**src/rtl/link_frame_aligner.sv**
```systemverilog
// link_frame_aligner: 8-offset sync search, frame lock and
// aligned 32-bit word output for one receive link.
module link_frame_aligner #(
  parameter logic [31:0] SYNC_WORD    = 32'h9CCC_CCCC,
  parameter int          FRAME_WORDS  = 8,
  parameter int          LOCK_COUNT   = 4,
  parameter int          UNLOCK_COUNT = 3
) (
  input  logic        clk160,
  input  logic        reset,
  input  logic [7:0]  in_tdata,
  input  logic        in_tvalid,
  output logic        in_tready,
  output logic [31:0] out_tdata,
  output logic        out_tvalid,
  output logic        out_tsof,
  input  logic        clear_counters,
  output logic        locked,
  output logic [2:0]  bit_offset,
  output logic [15:0] sync_errors,
  output logic [7:0]  lock_losses
);

  localparam int IW = (FRAME_WORDS > 2) ? $clog2(FRAME_WORDS) : 1;
  localparam logic [IW-1:0] LAST_IDX = IW'(FRAME_WORDS - 1);
  localparam logic [3:0] LOCK_N   = 4'(LOCK_COUNT);
  localparam logic [3:0] UNLOCK_N = 4'(UNLOCK_COUNT);

  typedef enum logic [1:0] {
    SEARCH,
    CONFIRM,
    LOCKED
  } state_t;

  state_t        state_q, state_d;
  logic [31:0]   hist;
  logic [39:0]   win;
  logic [31:0]   cur_word;
  logic [1:0]    byte_cnt, byte_cnt_d;
  logic [IW-1:0] word_idx, word_idx_d;
  logic [3:0]    good_cnt, good_cnt_d;
  logic [3:0]    miss_cnt, miss_cnt_d;
  logic [2:0]    offset_d, hit_off;
  logic          hit;
  logic          word_done, slot0, is_sync;
  logic          emit, emit_sof, err_inc, loss_inc;

  assign in_tready = 1'b1;
  assign locked    = (state_q == LOCKED);
  assign win       = {hist, in_tdata};
  assign cur_word  = win[{3'b000, bit_offset} +: 32];
  assign slot0     = (word_idx == '0);
  assign is_sync   = (cur_word == SYNC_WORD);
  assign word_done = in_tvalid && (state_q != SEARCH)
                     && (byte_cnt == 2'd3);

  // sync search over all offsets; the lowest matching offset wins
  always_comb begin
    hit     = 1'b0;
    hit_off = 3'd0;
    for (int b = 7; b >= 0; b--) begin
      if (win[6'(b) +: 32] == SYNC_WORD) begin
        hit     = 1'b1;
        hit_off = 3'(b);
      end
    end
  end

  // next state, word/slot tracking and output/counter decode
  always_comb begin
    state_d    = state_q;
    offset_d   = bit_offset;
    byte_cnt_d = byte_cnt;
    word_idx_d = word_idx;
    good_cnt_d = good_cnt;
    miss_cnt_d = miss_cnt;
    emit       = 1'b0;
    emit_sof   = 1'b0;
    err_inc    = 1'b0;
    loss_inc   = 1'b0;
    if (in_tvalid) begin
      unique case (state_q)
        SEARCH: begin
          if (hit) begin
            state_d    = CONFIRM;
            offset_d   = hit_off;
            byte_cnt_d = 2'd0;
            word_idx_d = IW'(1);
            good_cnt_d = 4'd1;
          end
        end
        CONFIRM, LOCKED: begin
          byte_cnt_d = byte_cnt + 2'd1;
          if (byte_cnt == 2'd3) begin
            word_idx_d = (word_idx == LAST_IDX) ? '0
                         : word_idx + IW'(1);
          end
        end
        default: ;
      endcase
    end
    if (word_done && slot0 && state_q == CONFIRM) begin
      if (!is_sync) begin
        state_d = SEARCH;
      end else begin
        good_cnt_d = good_cnt + 4'd1;
        if (good_cnt + 4'd1 == LOCK_N) begin
          state_d    = LOCKED;
          miss_cnt_d = 4'd0;
          emit       = 1'b1;
          emit_sof   = 1'b1;
        end
      end
    end
    if (word_done && state_q == LOCKED) begin
      emit     = 1'b1;
      emit_sof = slot0;
      if (slot0) begin
        if (is_sync) begin
          miss_cnt_d = 4'd0;
        end else begin
          err_inc    = 1'b1;
          miss_cnt_d = miss_cnt + 4'd1;
          if (miss_cnt + 4'd1 == UNLOCK_N) begin
            state_d  = SEARCH;
            loss_inc = 1'b1;
          end
        end
      end
    end
  end

  // FSM state register
  always_ff @(posedge clk160) begin
    if (reset) state_q <= SEARCH;
    else       state_q <= state_d;
  end

  // byte history, alignment registers and registered word output
  always_ff @(posedge clk160) begin
    if (reset) begin
      hist       <= '0;
      bit_offset <= '0;
      byte_cnt   <= '0;
      word_idx   <= '0;
      good_cnt   <= '0;
      miss_cnt   <= '0;
      out_tdata  <= '0;
      out_tvalid <= 1'b0;
      out_tsof   <= 1'b0;
    end else begin
      if (in_tvalid) hist <= {hist[23:0], in_tdata};
      bit_offset <= offset_d;
      byte_cnt   <= byte_cnt_d;
      word_idx   <= word_idx_d;
      good_cnt   <= good_cnt_d;
      miss_cnt   <= miss_cnt_d;
      out_tvalid <= emit;
      out_tsof   <= emit_sof;
      if (emit) out_tdata <= cur_word;
    end
  end

  // saturating health counters; a clear beats an increment
  always_ff @(posedge clk160) begin
    if (reset || clear_counters) begin
      sync_errors <= '0;
      lock_losses <= '0;
    end else begin
      if (err_inc && sync_errors != 16'hFFFF)
        sync_errors <= sync_errors + 16'd1;
      if (loss_inc && lock_losses != 8'hFF)
        lock_losses <= lock_losses + 8'd1;
    end
  end

endmodule

```
**config.mk**
```make
export PLATFORM = sky130hd
export DESIGN_NAME = link_frame_aligner
export DESIGN_NICKNAME = d
export VERILOG_FILES = /design/src/rtl/link_frame_aligner.sv
export SDC_FILE = /design/constraint.sdc
export NUM_CORES = 1
export LEC_CHECK = 0
export ABC_AREA = 0
export BUFFER_PORTS_ARGS = -buffer_cell sky130_fd_sc_hd__buf_2
export CAP_MARGIN = 20
export CORE_MARGIN = 2
export CORE_UTILIZATION = 61
export CTS_CLUSTER_SIZE = 25
export DETAILED_ROUTE_END_ITERATION = 12
export PLACE_DENSITY_LB_ADDON = 0.12
export SETUP_SLACK_MARGIN = 0.3
export SLEW_MARGIN = 20
export SYNTH_ARGS = -nofsm -noshare
export SYNTH_HDL_FRONTEND = slang
export SYNTH_SLANG_ARGS = --single-unit
```
**constraint.sdc**
```tcl
create_clock -name clk160 -period 3.8 [get_ports clk160]
set_input_delay 0.38 -clock clk160 [delete_from_list [all_inputs] [get_ports clk160]]
set_output_delay 0.38 -clock clk160 [all_outputs]
set_load 0.1 [all_outputs]
```
After elaboration in Yosys (flattened, before gate mapping)
Index checks and enable logic that the tools add are counted.
{"block": "totals", "reg_bits": 108, "input_bits": 12, "output_inout_bits": 63, "elab_cells": 109}
{"block": "classes", "add_sub_neg": 6, "eq_ne": 19, "n_shift": 1, "mux": 55, "reduce_logical": 16}
{"operator": "$eq A32 B32 Y1 const B", "n": 9}
{"operator": "$mux W4", "n": 11}
{"operator": "$shiftx A40 B4 Y32", "n": 1}
{"operator": "$mux W3", "n": 11}
{"operator": "$mux W2", "n": 11}
{"operator": "$mux W1", "n": 20}
{"operator": "$add A16 B1 Y16 const B", "n": 1}
{"operator": "$ne A16 B16 Y1 const B", "n": 1}
{"operator": "$add A4 B1 Y4 const B", "n": 2}
{"operator": "$add A8 B1 Y8 const B", "n": 1}
{"operator": "$ne A8 B8 Y1 const B", "n": 1}
{"operator": "$logic_and A1 B1 Y1", "n": 7}
{"operator": "$pmux W3 S2", "n": 1}
{"operator": "$reduce_and A3 Y1", "n": 2}
{"operator": "$eq A2 B2 Y1 const B", "n": 2}
{"operator": "$eq A4 B2 Y1 const B", "n": 1}
{"operator": "$eq A4 B3 Y1 const B", "n": 1}
{"operator": "$ne A2 B2 Y1 const B", "n": 2}
{"operator": "$pmux W2 S2", "n": 1}
{"operator": "$reduce_and A4 Y1", "n": 1}
{"operator": "$reduce_bool A2 Y1", "n": 2}
{"operator": "$add A3 B1 Y3 const B", "n": 1}
{"operator": "$eq A3 B3 Y1 const B", "n": 1}
{"operator": "$logic_not A3 Y1", "n": 1}
{"operator": "other kinds (5)", "n": 5}

Depth between registers and ports, before layout
Gate-level depths: netlist of run 1.
{"block": "logic_depth", "depth_word": 19, "depth_mapped": 14, "depth_no_buf": 9}

Worst setup path after synthesis of run 1
OpenSTA, ideal clock, no wires.
{"block": "synth_path", "path_type": "reg-to-reg", "start": "register bit_offset[2]", "end": "register out_tdata[10]", "setup_ps": 62, "t_arrival_ps": 3746, "required_time_ps": 3738, "setup_slack_ps": -7, "stages_incl_launch_ff": 11, "n_path_buf": 3, "period_less_slack_ps": 3807, "cell_sequence": "dfxtp_1 -> buf_6 -> mux4_2 -> mux2i_4 -> or4b_1 -> or4_1 -> or4_1 -> buf_6 -> nor2_8 -> buf_8 -> o311a_1"}
{"block": "synth_via", "elab_chain_len": 5}
{"element": "start, declared", "line": "19", "source": "output logic [2:0] bit_offset,"}
{"element": "start signal, assigned", "line": "153", "source": "bit_offset <= offset_d;"}
{"element": "$shiftx A40 B4 Y32 (*)", "line": "51", "source": "assign cur_word = win[{3'b000, bit_offset} +: 32];"}
{"element": "$eq A32 B32 Y1", "line": "53", "source": "assign is_sync = (cur_word == SYNC_WORD);"}
{"element": "$mux W1", "line": "103", "source": "if (!is_sync) begin"}
{"element": "$mux W1", "line": "102", "source": "if (word_done && slot0 && state_q == CONFIRM) begin"}
{"element": "$mux W1", "line": "115", "source": "if (word_done && state_q == LOCKED) begin"}
{"element": "end signal, assigned", "line": "160", "source": "if (emit) out_tdata <= cur_word;"}
{"element": "end, declared", "line": "14", "source": "output logic [31:0] out_tdata,"}
Every way passes the cells marked *; elsewhere a longest branch is shown, timed or not.
A chain may end at the register's enable or synchronous reset.

Worst setup path in the final report of run 1
{"block": "layout_path", "start": "register hist[23]", "end": "register out_tdata[27]"}
{"block": "layout_via", "elab_chain_len": 5}
{"element": "start, declared", "line": "36", "source": "logic [31:0] hist;"}
{"element": "start signal, assigned", "line": "152", "source": "if (in_tvalid) hist <= {hist[23:0], in_tdata};"}
{"element": "$shiftx A40 B4 Y32 (*)", "line": "51"}
{"element": "$eq A32 B32 Y1", "line": "53"}
{"element": "$mux W1", "line": "103"}
{"element": "$mux W1", "line": "102"}
{"element": "$mux W1", "line": "115"}
Marks and branches as above.

==> results of run 1 <==
-- report_power, final --
part	internal (W)	switching [W]	leakage, nW	total (W)
sequential	0.00113	0.0000195	0.866	0.00115
combinational	0.0000735	0.000123	2.27	0.000197
clock	0.000535	0.000448	0.146	0.000984
total	0.00174	0.000591	3.28	0.00233
-- cells by family (layout without fill, tap and decap cells) --
kind of cell | after synthesis | count (layout) | synth area share, %
AND/OR/NAND/NOR | 305 | 306 | 23.6
flip-flops | 107 | 107 | 28.0
other | 1 | 1 | 0.0490
multiplexers | 112 | 112 | 21.0
adder cells (fa/ha/maj) | 12 | 12 | 1.96
XOR/XNOR | 1 | 1 | 0.114
AO/OA/AOI/OAI | 187 | 187 | 18.2
buffers and inverters | 108 | 149 | 7.16
-- through the flow --
stage,utilization [%],total power [W]
after floorplan,-,0.00130
after global placement,66.6,0.00136
after detailed placement,66.6,0.00136
after CTS,69.3,0.00233
after global routing,69.4,0.00239
final,69.4,0.00233
-- cells in the mapped netlist (17+ instances only) --
master and number:
sky130_fd_sc_hd__nand4_1 24, sky130_fd_sc_hd__nand2_1 39, sky130_fd_sc_hd__mux4_2 28, sky130_fd_sc_hd__dfxtp_1 107
sky130_fd_sc_hd__nand3_1 25, sky130_fd_sc_hd__nor4bb_1 17, sky130_fd_sc_hd__inv_1 21, sky130_fd_sc_hd__clkbuf_1 53
sky130_fd_sc_hd__a21oi_1 29, sky130_fd_sc_hd__o311a_1 26, sky130_fd_sc_hd__nor2_1 74, sky130_fd_sc_hd__o21ai_0 40
sky130_fd_sc_hd__or3_1 21, sky130_fd_sc_hd__mux2i_1 67
-- routing by layer --
layer  vias up  GRT usage [%]  wire length, um
met5         -              0                0
met4         0           14.7              838
met3        90           7.22             2170
met2       437           53.7            10400
met1      3486           46.7             9390
li1       3280              -                -
-- what timing repair did --
| action | in CTS | in global routing |
|---|---|---|
| gates resized for setup | 0 | 3 |
| buffers inserted | 1 | 0 |
| pin swaps | 0 | 1 |
| endpoints found under the setup margin | 25 | 26 |
| hold endpoints to repair | 0 | 0 |
| cloned | 0 | 1 |
-- worst max-delay path by stage --
stage / from / to / cells after the start
CTS: hist[23] / out_tdata[16] / 7
global placement: bit_offset[1] / out_tdata[7] / 7
floorplan: bit_offset[2] / out_tdata[10] / 10
global route: bit_offset[1] / out_tdata[5] / 8
finish: hist[23] / out_tdata[27] / 7
detailed placement: bit_offset[1] / out_tdata[14] / 7
-- placed cells by master (no fill, tap or decap), types with 24 or more instances in the layout --
cell / instances
sky130_fd_sc_hd__nor2_1: 74
sky130_fd_sc_hd__dfxtp_1: 104
sky130_fd_sc_hd__buf_2: 73
sky130_fd_sc_hd__o21ai_0: 40
sky130_fd_sc_hd__buf_4: 35
sky130_fd_sc_hd__mux2i_1: 66
sky130_fd_sc_hd__a21oi_1: 29
sky130_fd_sc_hd__o311a_1: 26
sky130_fd_sc_hd__nand2_1: 39
sky130_fd_sc_hd__mux4_2: 28
sky130_fd_sc_hd__nand4_1: 24
sky130_fd_sc_hd__nand3_1: 25
-- tightest hold or removal path, stage by stage --
cell and delay [ns]:
sky130_fd_sc_hd__buf_2 0.10, sky130_fd_sc_hd__nor2_1 0.09, sky130_fd_sc_hd__o21a_1 0.12
-- registers in the layout, summed over array words and instances, names as in the netlist, 3 cells and up --
register / flops
word_idx: 3
lock_losses: 8
out_tdata: 32
sync_errors: 16
miss_cnt: 4
hist: 31
bit_offset: 3
good_cnt: 4
-- layout make-up --
cell class	count	share of cell area (%)
clock inverters	6	0.848
multi-input cells	619	59.3
inverters	22	0.982
clock buffers	10	2.84
repair buffers	111	7.97
well taps	168	2.50
flip-flops and latches	107	25.5
==> metrics.yaml, run 1 <==
yosys:
  postSynth.topFlopCell: "sky130_fd_sc_hd__dfxtp_1"
  synthDominantCellAreaShare_pct: 28.0
  netlist-cell-type-count: 79
  asyncSetResetFlopFracSynth_pct: 0
  synth_top_area_cell: "sky130_fd_sc_hd__dfxtp_1"
  synth.top_cells.by_area: "sky130_fd_sc_hd__dfxtp_1 (28%), sky130_fd_sc_hd__mux2i_1 (8.8%), sky130_fd_sc_hd__mux4_2 (8.2%)"
  ys_seq_area_share_pct: 28.0
  mappedNetlistArea_mm2: 0.00766
  postSynthNetCount: 857
  synth_edf_count: 0
  synth.ff_latch_count: 107
  yosys_warnings: 0
  avgSynthCellArea_um2: 9.19
  synthesis.instances: 833
grt:
  grt_max_degree: 57
  grt_first_pass_wirelength_um: 36300
  grt_antenna_before_repair: 0
  grt_pass1_vias: 6850
  track_usage_pct: 34.5
  total_congestion_overflow: 0
placed_design:
  post_placement_cell_area_mm2: 0.00807
  port_buffers: 73
  placedCellCount: 1025
  detailedPlace.worstSlack_ns: 0.281
  place_hpwl_um: 15900
  gpl.final_weighted_congestion: 1.07
cells_and_area:
  num_antenna_cells: 0
  final_cell_area_mm2: 0.00841
  area.sequential_mm2: 0.00215
  finish.cell_count_without_fillers: 1043
  count_of_nets_after_finishing: 894
  multiInputGateArea_mm2: 0.00499
  n_fill_cell: 991
  areaGrowthSynthToFinish_pct: 9.82
  ratio_of_cells_with_drive_above_1_in_the_final_layout_pct: 23.3
floorplan:
  chipWidth_um: 116
  fp-row-count: 40
  core_region_area_mm2: 0.0121
  boundaryPins: 75
  floorplan.die_area_mm2: 0.0135
  die-height_um: 116
  initial_utilization_pct: 63.2
timing:
  setup_ws_ns: 0.385
  post-route-period-util_pct: 89.9
  final_max_slew_viol_count: 0
  finalCriticalPeriod_ns: 3.42
  finalHoldViolations: 0
  setup_viol_count_final: 0
  worstMarginPinSlew_ns: 0.751
  clock_skew_ns: 0.00979
  maximum_frequency_from_static_timing_analysis_mhz: 293
  relSlewSlack_pct: 49.9
  rsz0062_at_grt: "false"
  worst_hold_slack_ns: 0.375
  setup-tns-final_ns: 0
min_path:
  min_path_cells: 3
  min-delay-start: "clear_counters"
  hold-path-endpoint: "lock_losses[4]"
  worst_hold_path_type: "in2reg"
critical_path:
  critPathTopFamily: "simple AND/OR/NAND/NOR gates"
  crit_path_end_kind: "flop"
  path_class: "reg2reg"
  timing.critical_path.slowest_cell_delay_ns: 0.68
  ff2ff_path_depth: 7
  critPathLaunchType: "flop"
  cp_cell_sequence: "mux4_2 > mux2i_4 > or4b_1 > or4_1 > or4_4 > nor2_4 > o311a_1"
  slowest_stage: "sky130_fd_sc_hd__or4_4"
  timing.reg2reg.setup_slack_ns: 0.38
  critical_path_peak_fanout: 12
  worst_ep_arrival_time_ns: 3.72
  data_required_critical_path_ns: 4.10
  critical_path.reg2reg.endpoint: "out_tdata[27]"
  rr_startpoint: "hist[23]"
  path_buf_inv: 0
clock_tree:
  clk_path_buf_depth: 2
  numCtsBuffers: 9
  tritoncts_clock_tree: "done"
  clk_pin_slew_ns: 0.08
  clock_sinks: 107
  holdBufCountCts: 0
  clkLatencyLatePin_ns: 0.36
  cts-htree-levels: 3
  cts_root_buf: "sky130_fd_sc_hd__clkbuf_16"
outcome:
  status: "finished clean"
drt:
  totalWireLength_um: 22800
  detailedRoute.firstPassIterationCount: 7
  wire_per_inst_um: 21.9
  via_per_inst: 6.99
  dr_total_vias: 7293
  remaining_routing_drc_violations: 0
  drtIter0Drc: 1051
  antenna_violating_nets_post_route: 0
pwr:
  vdd_ir_drop_max_mv: 0.211
  power.density_cell_area_mw_per_mm2: 277
  power.static_leakage_nw: 3.28
flow_run:
  drv.max_cap_violation_count: 0
Note: power is estimated with default switching activity, not from simulation.
==> inputs of run 2 (changes only) <==
- ABC_AREA: 0 -> 1
- CTS_BUF_LIST: not set -> sky130_fd_sc_hd__clkbuf_4
==> run 2 against run 1 <==
  * Utilization is 1.4 points lower
  * Hold slack worse by 0.24 ns
  * Sequential power is 3% higher
  * Critical path depth is 7 higher
  * First-iteration DRC count is 23% lower
  * Final area is 16% lower
  * Critical path type unchanged
  * Cell count is 18% higher
  * Area after synthesis is 15% lower
  * Total power is 8.1% lower
  * Synthesized cell count is 27% higher
==> metrics.yaml, run 2 <==
timing:
  maximum_frequency_from_static_timing_analysis_mhz: 321  # +9.7%
  finalCriticalPeriod_ns: 3.11  # -0.302 ns
  final_max_slew_viol_count: 0  # unchanged
  rsz0062_at_grt: "false"
  relSlewSlack_pct: 31.5  # -18 points
  post-route-period-util_pct: 81.9  # -8.0 points
  setup_viol_count_final: 0  # unchanged
  clock_skew_ns: 0.0333  # +0.0235 ns
  setup-tns-final_ns: 0  # unchanged
  worstMarginPinSlew_ns: 1.02  # +0.270 ns
  finalHoldViolations: 0  # unchanged
critical_path:
  path_class: "reg2reg"
  critPathTopFamily: "simple AND/OR/NAND/NOR gates"
  timing.critical_path.slowest_cell_delay_ns: 0.50  # -0.18 ns
  cp_cell_sequence: "inv_2 > nand2_1 > nand3_1 > nand3_1 > nand2_1 > nand2_1 > nor2_1 > nand2_1 > nor2_2 > nand4_4 > nand2_4 > nand2_1 > nand2_1 > nor2_1"
  path_buf_inv: 1  # +1
  data_required_critical_path_ns: 4.18  # +0.08 ns
  critical_path_peak_fanout: 46  # +34
  slowest_stage: "sky130_fd_sc_hd__nand2_4"
  worst_ep_arrival_time_ns: 3.49  # -0.23 ns
  critPathLaunchType: "flop"
  path_common_cell: "sky130_fd_sc_hd__nand2_1"
  crit_path_end_kind: "flop"
cells_and_area:
  areaGrowthSynthToFinish_pct: 7.82
  reg.largest.list: "out_tdata x32, hist x31, sync_errors x16"
  n_fill_cell: 1015  # +2.4%
  register_name_with_the_most_flops: "out_tdata"
  num_antenna_cells: 0  # unchanged
  mostFrequentLayoutCell: "sky130_fd_sc_hd__nand2_1"
  ratio_of_cells_with_drive_above_1_in_the_final_layout_pct: 9.83  # -13 points
  largest_register_ff_count: 32  # unchanged
  count_of_nets_after_finishing: 1118  # +25%
  layout.core_utilization_pct: 68.1  # -1.4 points
  most_frequent_cells_in_the_layout: "sky130_fd_sc_hd__nand2_1 (330), sky130_fd_sc_hd__nand3_1 (154), sky130_fd_sc_hd__dfxtp_1 (107)"
yosys:
  netlist-cell-type-count: 32  # -59%
  synth.most_common_cell: "sky130_fd_sc_hd__nand2_1"
  postSynthNetCount: 1080  # +26%
  yosys_warnings: 0  # unchanged
  synth_edf_count: 0  # unchanged
  synthesis.instances: 1056  # +27%
  synth.ff_latch_count: 107  # unchanged
  synth_top_area_cell: "sky130_fd_sc_hd__dfxtp_1"
  netlist_top_cells_count: "sky130_fd_sc_hd__nand2_1 (330), sky130_fd_sc_hd__nand3_1 (154), sky130_fd_sc_hd__dfxtp_1 (107)"
  synth.top_cells.by_area: "sky130_fd_sc_hd__dfxtp_1 (33%), sky130_fd_sc_hd__nand2_1 (19%), sky130_fd_sc_hd__nand3_1 (12%)"
  mappedNetlistArea_mm2: 0.00655  # -15%
  postSynth.topFlopCell: "sky130_fd_sc_hd__dfxtp_1"
  asyncSetResetFlopFracSynth_pct: 0  # unchanged
  avgSynthCellArea_um2: 6.20  # -33%
  synthDominantCellAreaShare_pct: 32.7  # +4.7 points
  ys_seq_area_share_pct: 32.7  # +4.7 points
drt:
  wire_per_inst_um: 14.6  # -33%
  dr_total_vias: 6983  # -4.3%
  remaining_routing_drc_violations: 0  # unchanged
  via_per_inst: 5.65  # -19%
  drtIter0Drc: 809  # -23%
  totalWireLength_um: 18000  # -21%
  detailedRoute.firstPassIterationCount: 5  # -2
  antenna_violating_nets_post_route: 0  # unchanged
clock_tree:
  cts_root_buf: "sky130_fd_sc_hd__clkbuf_4"
  clk_path_buf_depth: 2  # unchanged
  clkLatencyLatePin_ns: 0.50  # +0.14 ns
  postCtsSetupBuffers: 0  # -1
  clk_pin_slew_ns: 0.18  # +0.10 ns
  ctsResizeCount: 0  # unchanged
  holdBufCountCts: 0  # unchanged
  tritoncts_clock_tree: "done"
  cts-htree-levels: 3  # unchanged
  numCtsBuffers: 9  # unchanged
  clock_sinks: 107  # unchanged
placed_design:
  place_hpwl_um: 13200  # -17%
  port_buffers: 73  # unchanged
  gpl.final_weighted_congestion: 0.959  # -10%
grt:
  total_congestion_overflow: 0  # unchanged
  grt_pass1_vias: 6044  # -12%
  grt_first_pass_wirelength_um: 29400  # -19%
  track_usage_pct: 31.7  # -2.8 points
  grt_max_degree: 56  # -1.8%
  grt_antenna_before_repair: 0  # unchanged
outcome:
  status: "finished clean"
pwr:
  power.density_cell_area_mw_per_mm2: 303  # +9.5%
  power.static_leakage_nw: 3.06  # -6.7%
  vdd_ir_drop_max_mv: 0.264  # +25%
floorplan:
  chipWidth_um: 108  # -7.3%
  fp-row-count: 37  # -7.5%
  core_region_area_mm2: 0.0104  # -14%
  initial_utilization_pct: 63.1  # -0.094 points
  floorplan.die_area_mm2: 0.0116  # -14%
  die-height_um: 108  # -7.3%
  boundaryPins: 75  # unchanged
flow_run:
  drv.max_cap_violation_count: 0  # unchanged
min_path:
  worst_hold_path_type: "in2reg"
## run 2: logic make-up after synthesis
group	after synthesis	synth area share, %
simple gates	657	43.6
buf+inv	131	8.75
compound gates	128	9.92
flops	107	32.7
xor+xnor	20	2.68
fa+ha+maj	12	2.29
other cells	1	0.0573
## run 2: where the power goes
part / internal [W] / leakage (nW) / switching [W] / total (W)
Clock: 0.000343 / 0.103 / 0.000420 / 0.000763
Combinational: 0.0000541 / 2.09 / 0.000138 / 0.000192
Sequential: 0.00114 / 0.869 / 0.0000411 / 0.00119
## run 2: area by class of cell
type / count / area, um2 / area share [%]
multi-input cells: 818 / 3830 / 54.3
flip-flops and latches: 107 / 2140 / 30.3
repair buffers: 81 / 425 / 6.03
inverters: 77 / 289 / 4.09
well taps: 136 / 170 / 2.41
clock inverters: 7 / 133 / 1.88
clock buffers: 9 / 67.6 / 0.957
## run 2: worst paths after layout
| check | endpoint | start | cells after the start | slack (ns) |
|---|---|---|---|---|
| hold reg to reg | out_tdata[30] | out_tdata[30] | 2 | 0.49 |
| setup reg to reg | out_tdata[25] | bit_offset[0] | 14 | 0.69 |
| hold / removal | hist[0] | in_tdata[0] | 3 | 0.13 |
| setup / recovery | out_tdata[25] | bit_offset[0] | 14 | 0.69 |
## run 2: metal layers
layer	track usage, %	vias to the layer above	part of all wire (%)	routed length [um]
li1	-	3559	-	-
met1	46.2	3108	47	8500
met2	46.5	276	43	7700
met3	5.02	40	7.5	1360
met4	12.8	0	2.7	479
met5	0	-	0	0
## run 2: worst reg2reg max path, cell delays in order (launching register included)
cell	delay (ns)
sky130_fd_sc_hd__dfxtp_1	0.35
sky130_fd_sc_hd__inv_2	0.44
sky130_fd_sc_hd__nand2_1	0.15
sky130_fd_sc_hd__nand3_1	0.16
sky130_fd_sc_hd__nand3_1	0.09
sky130_fd_sc_hd__nand2_1	0.15
sky130_fd_sc_hd__nand2_1	0.09
sky130_fd_sc_hd__nor2_1	0.13
sky130_fd_sc_hd__nand2_1	0.08
sky130_fd_sc_hd__nor2_2	0.19
sky130_fd_sc_hd__nand4_4	0.38
sky130_fd_sc_hd__nand2_4	0.50
sky130_fd_sc_hd__nand2_1	0.12
sky130_fd_sc_hd__nand2_1	0.08
sky130_fd_sc_hd__nor2_1	0.07
## run 2: metrics by stage
stage	hold WS (ns)	std cells	instance area [um2]	power [W]	worst slack (ns)
floorplan	0.456	1056	6550	0.00133	1.01
global placement	0.456	1219	6860	0.00139	0.772
detailed placement	0.466	1219	6860	0.00139	0.810
CTS	0.109	1235	7060	0.00214	0.744
global route	0.151	1235	7060	0.00221	0.331
finish	0.131	1235	7060	0.00214	0.687
==> inputs of run 3 (changes only) <==
- ABC_AREA: 1 -> 0
- CORE_UTILIZATION: 61 -> 62
- clock period: 3.8 -> 3.2 ns (I/O delays scaled with it)
==> run 3 against run 2 <==
  * Cell count is 11% lower
  * Critical endpoint is now out_tdata[29]
  * Wire length up 40%
  * Global-route usage up 4.7 points
  * Largest power group unchanged
==> metrics.yaml, run 3 (synthesized netlist as in run 1, its figures left out) <==
outcome:
  status: "finished clean"
pwr:
  power_w: 0.00243  # +14%
  power.density_cell_area_mw_per_mm2: 264  # -13%
  vdd_ir_drop_max_mv: 0.213  # -19%
  power.static_leakage_nw: 3.60  # +18%
floorplan:
  floorplan.die_area_mm2: 0.0133  # +14%
  core_region_area_mm2: 0.0120  # +16%
  die-height_um: 115  # +7.0%
  chipWidth_um: 115  # +7.0%
  fp-row-count: 40  # +8.1%
  boundaryPins: 75  # unchanged
  initial_utilization_pct: 63.8  # +0.62 points
cells_and_area:
  num_antenna_cells: 0  # unchanged
  ratio_of_cells_with_drive_above_1_in_the_final_layout_pct: 33.7  # +24 points
  reg.largest.list: "out_tdata x32, hist x31, sync_errors x16"
  mostFrequentLayoutCell: "sky130_fd_sc_hd__dfxtp_1"
  count_of_nets_after_finishing: 967  # -14%
  most_frequent_cells_in_the_layout: "sky130_fd_sc_hd__dfxtp_1 (104), sky130_fd_sc_hd__buf_4 (84), sky130_fd_sc_hd__buf_2 (73)"
  register_name_with_the_most_flops: "out_tdata"
  areaGrowthSynthToFinish_pct: 20.1
  largest_register_ff_count: 32  # unchanged
grt:
  total_congestion_overflow: 0  # unchanged
  grt_pass1_vias: 7152  # +18%
  grt_first_pass_wirelength_um: 37800  # +28%
  grt_antenna_before_repair: 2  # +2
  track_usage_pct: 36.4  # +4.7 points
  grt_max_degree: 57  # +1.8%
clock_tree:
  numCtsBuffers: 9  # unchanged
  cts_root_buf: "sky130_fd_sc_hd__clkbuf_4"
  tritoncts_clock_tree: "done"
  clk_path_buf_depth: 2  # unchanged
  clock_sinks: 107  # unchanged
  clkLatencyLatePin_ns: 0.51  # about the same
  holdBufCountCts: 0  # unchanged
  cts-htree-levels: 3  # unchanged
  clk_pin_slew_ns: 0.17  # about the same
drt:
  detailedRoute.firstPassIterationCount: 6  # +1
  antenna_violating_nets_post_route: 0  # unchanged
  drtIter0Drc: 1193  # +47%
  dr_total_vias: 7864  # +13%
  remaining_routing_drc_violations: 0  # unchanged
  totalWireLength_um: 25200  # +40%
  via_per_inst: 7.19  # +27%
  wire_per_inst_um: 23.1  # +58%
critical_path:
  crit_path_end_kind: "flop"
  path_class: "reg2reg"
  critical_path_peak_fanout: 14  # -70%
  worst_ep_arrival_time_ns: 3.61  # +0.12 ns
  critPathLaunchType: "flop"
  data_required_critical_path_ns: 3.65  # -0.53 ns
timing:
  worst_hold_slack_ns: 0.119  # -0.0111 ns
  final_max_slew_viol_count: 0  # unchanged
  maximum_frequency_from_static_timing_analysis_mhz: 316  # -1.6%
  setup_viol_count_final: 0  # unchanged
  finalCriticalPeriod_ns: 3.16  # +0.0520 ns
  worstMarginPinSlew_ns: 0.817  # -0.204 ns
  clock_skew_ns: 0.0197  # -0.0136 ns
  relSlewSlack_pct: 45.6  # +14 points
  post-route-period-util_pct: 98.9  # +17 points
  finalHoldViolations: 0  # unchanged
  rsz0062_at_grt: "true"
min_path:
  worst_hold_path_type: "in2reg"
placed_design:
  port_buffers: 73  # unchanged
  gpl.final_weighted_congestion: 0.973  # +1.5%
  place_hpwl_um: 16400  # +25%
flow_run:
  drv.max_cap_violation_count: 0  # unchanged
==> run 3: cell types whose count changed in the layout (fill, tap and decap cells not counted), sizes merged, moves of 26 or more <==
cell / delta
mux4: +35
a21oi: -47
o311a: +26
nand3: -130
buf: +99
mux2i: +68
nand2: -293
inv: -53
==> run 3: layout make-up <==
cell class | count | area [um2]
inverter | 22 | 86.3
tap | 147 | 184
clock inverter | 4 | 73.8
multi-input combinational | 621 | 5230
timing repair buffer | 182 | 1390
sequential | 107 | 2150
clock buffer | 11 | 82.6
fill | 832 | 2810
==> run 3: worst max-delay path, cell delays in order (launching register included) <==
cell                      delay, ns
sky130_fd_sc_hd__dfxtp_1       0.45
sky130_fd_sc_hd__buf_4         0.25
sky130_fd_sc_hd__mux4_2        0.30
sky130_fd_sc_hd__mux2i_4       0.09
sky130_fd_sc_hd__buf_4         0.16
sky130_fd_sc_hd__buf_4         0.13
sky130_fd_sc_hd__buf_4         0.12
sky130_fd_sc_hd__buf_4         0.12
sky130_fd_sc_hd__buf_4         0.12
sky130_fd_sc_hd__buf_4         0.13
sky130_fd_sc_hd__buf_4         0.12
sky130_fd_sc_hd__buf_4         0.12
sky130_fd_sc_hd__buf_4         0.13
sky130_fd_sc_hd__buf_4         0.12
sky130_fd_sc_hd__buf_4         0.12
sky130_fd_sc_hd__buf_4         0.13
sky130_fd_sc_hd__buf_4         0.13
sky130_fd_sc_hd__buf_4         0.13
sky130_fd_sc_hd__o21ai_0       0.06
sky130_fd_sc_hd__o311a_1       0.18
==> run 3: what timing repair did <==
action	4_1_cts	5_1_grt
cloned	6	5
setup endpoints to repair	68	68
setup buffers	26	7
pin swaps	10	27
gates resized for setup	36	52
==> run 3: final timing paths <==
check | startpoint | to | slack [ns] | depth (start not counted)
worst max register to register | hist[24] | out_tdata[29] | 0.04 | 19
worst min register to register | byte_cnt[1] | byte_cnt[1] | 0.48 | 2
worst min-delay path | clear_counters | sync_errors[12] | 0.12 | 3
worst max-delay path | hist[24] | out_tdata[29] | 0.04 | 19
==> run 3: metal layers <==
layer	GRT usage [%]	vias to the layer above	part of all wire, %
li1	-	3431	-
met1	47.6	3765	38
met2	59.5	554	48
met3	6.11	112	9.9
met4	16.5	2	4.0
met5	0	-	0.048
==> run 3: where the power goes <==
part	switching (W)	total [W]	internal, W	leakage [nW]
combinational	0.000159	0.000264	0.000105	2.65
sequential	0.0000190	0.00136	0.00134	0.866
clock	0.000472	0.000804	0.000332	0.0873
==> run 3: metrics by stage <==
step / setup slack, ns / cells / TNS (ns) / util [%] / instance area, um2
detailed placement: -0.0801 / 1035 / -0.241 / 69.2 / 8310
floorplan: -0.0300 / 833 / -0.599 / - / 7700
CTS: 0.131 / 1082 / 0 / 73.8 / 8860
global placement: 0.0306 / 1035 / 0 / 69.2 / 8310
finish: 0.0354 / 1094 / 0 / 76.6 / 9200
global route: -0.0841 / 1094 / -0.758 / 76.6 / 9200
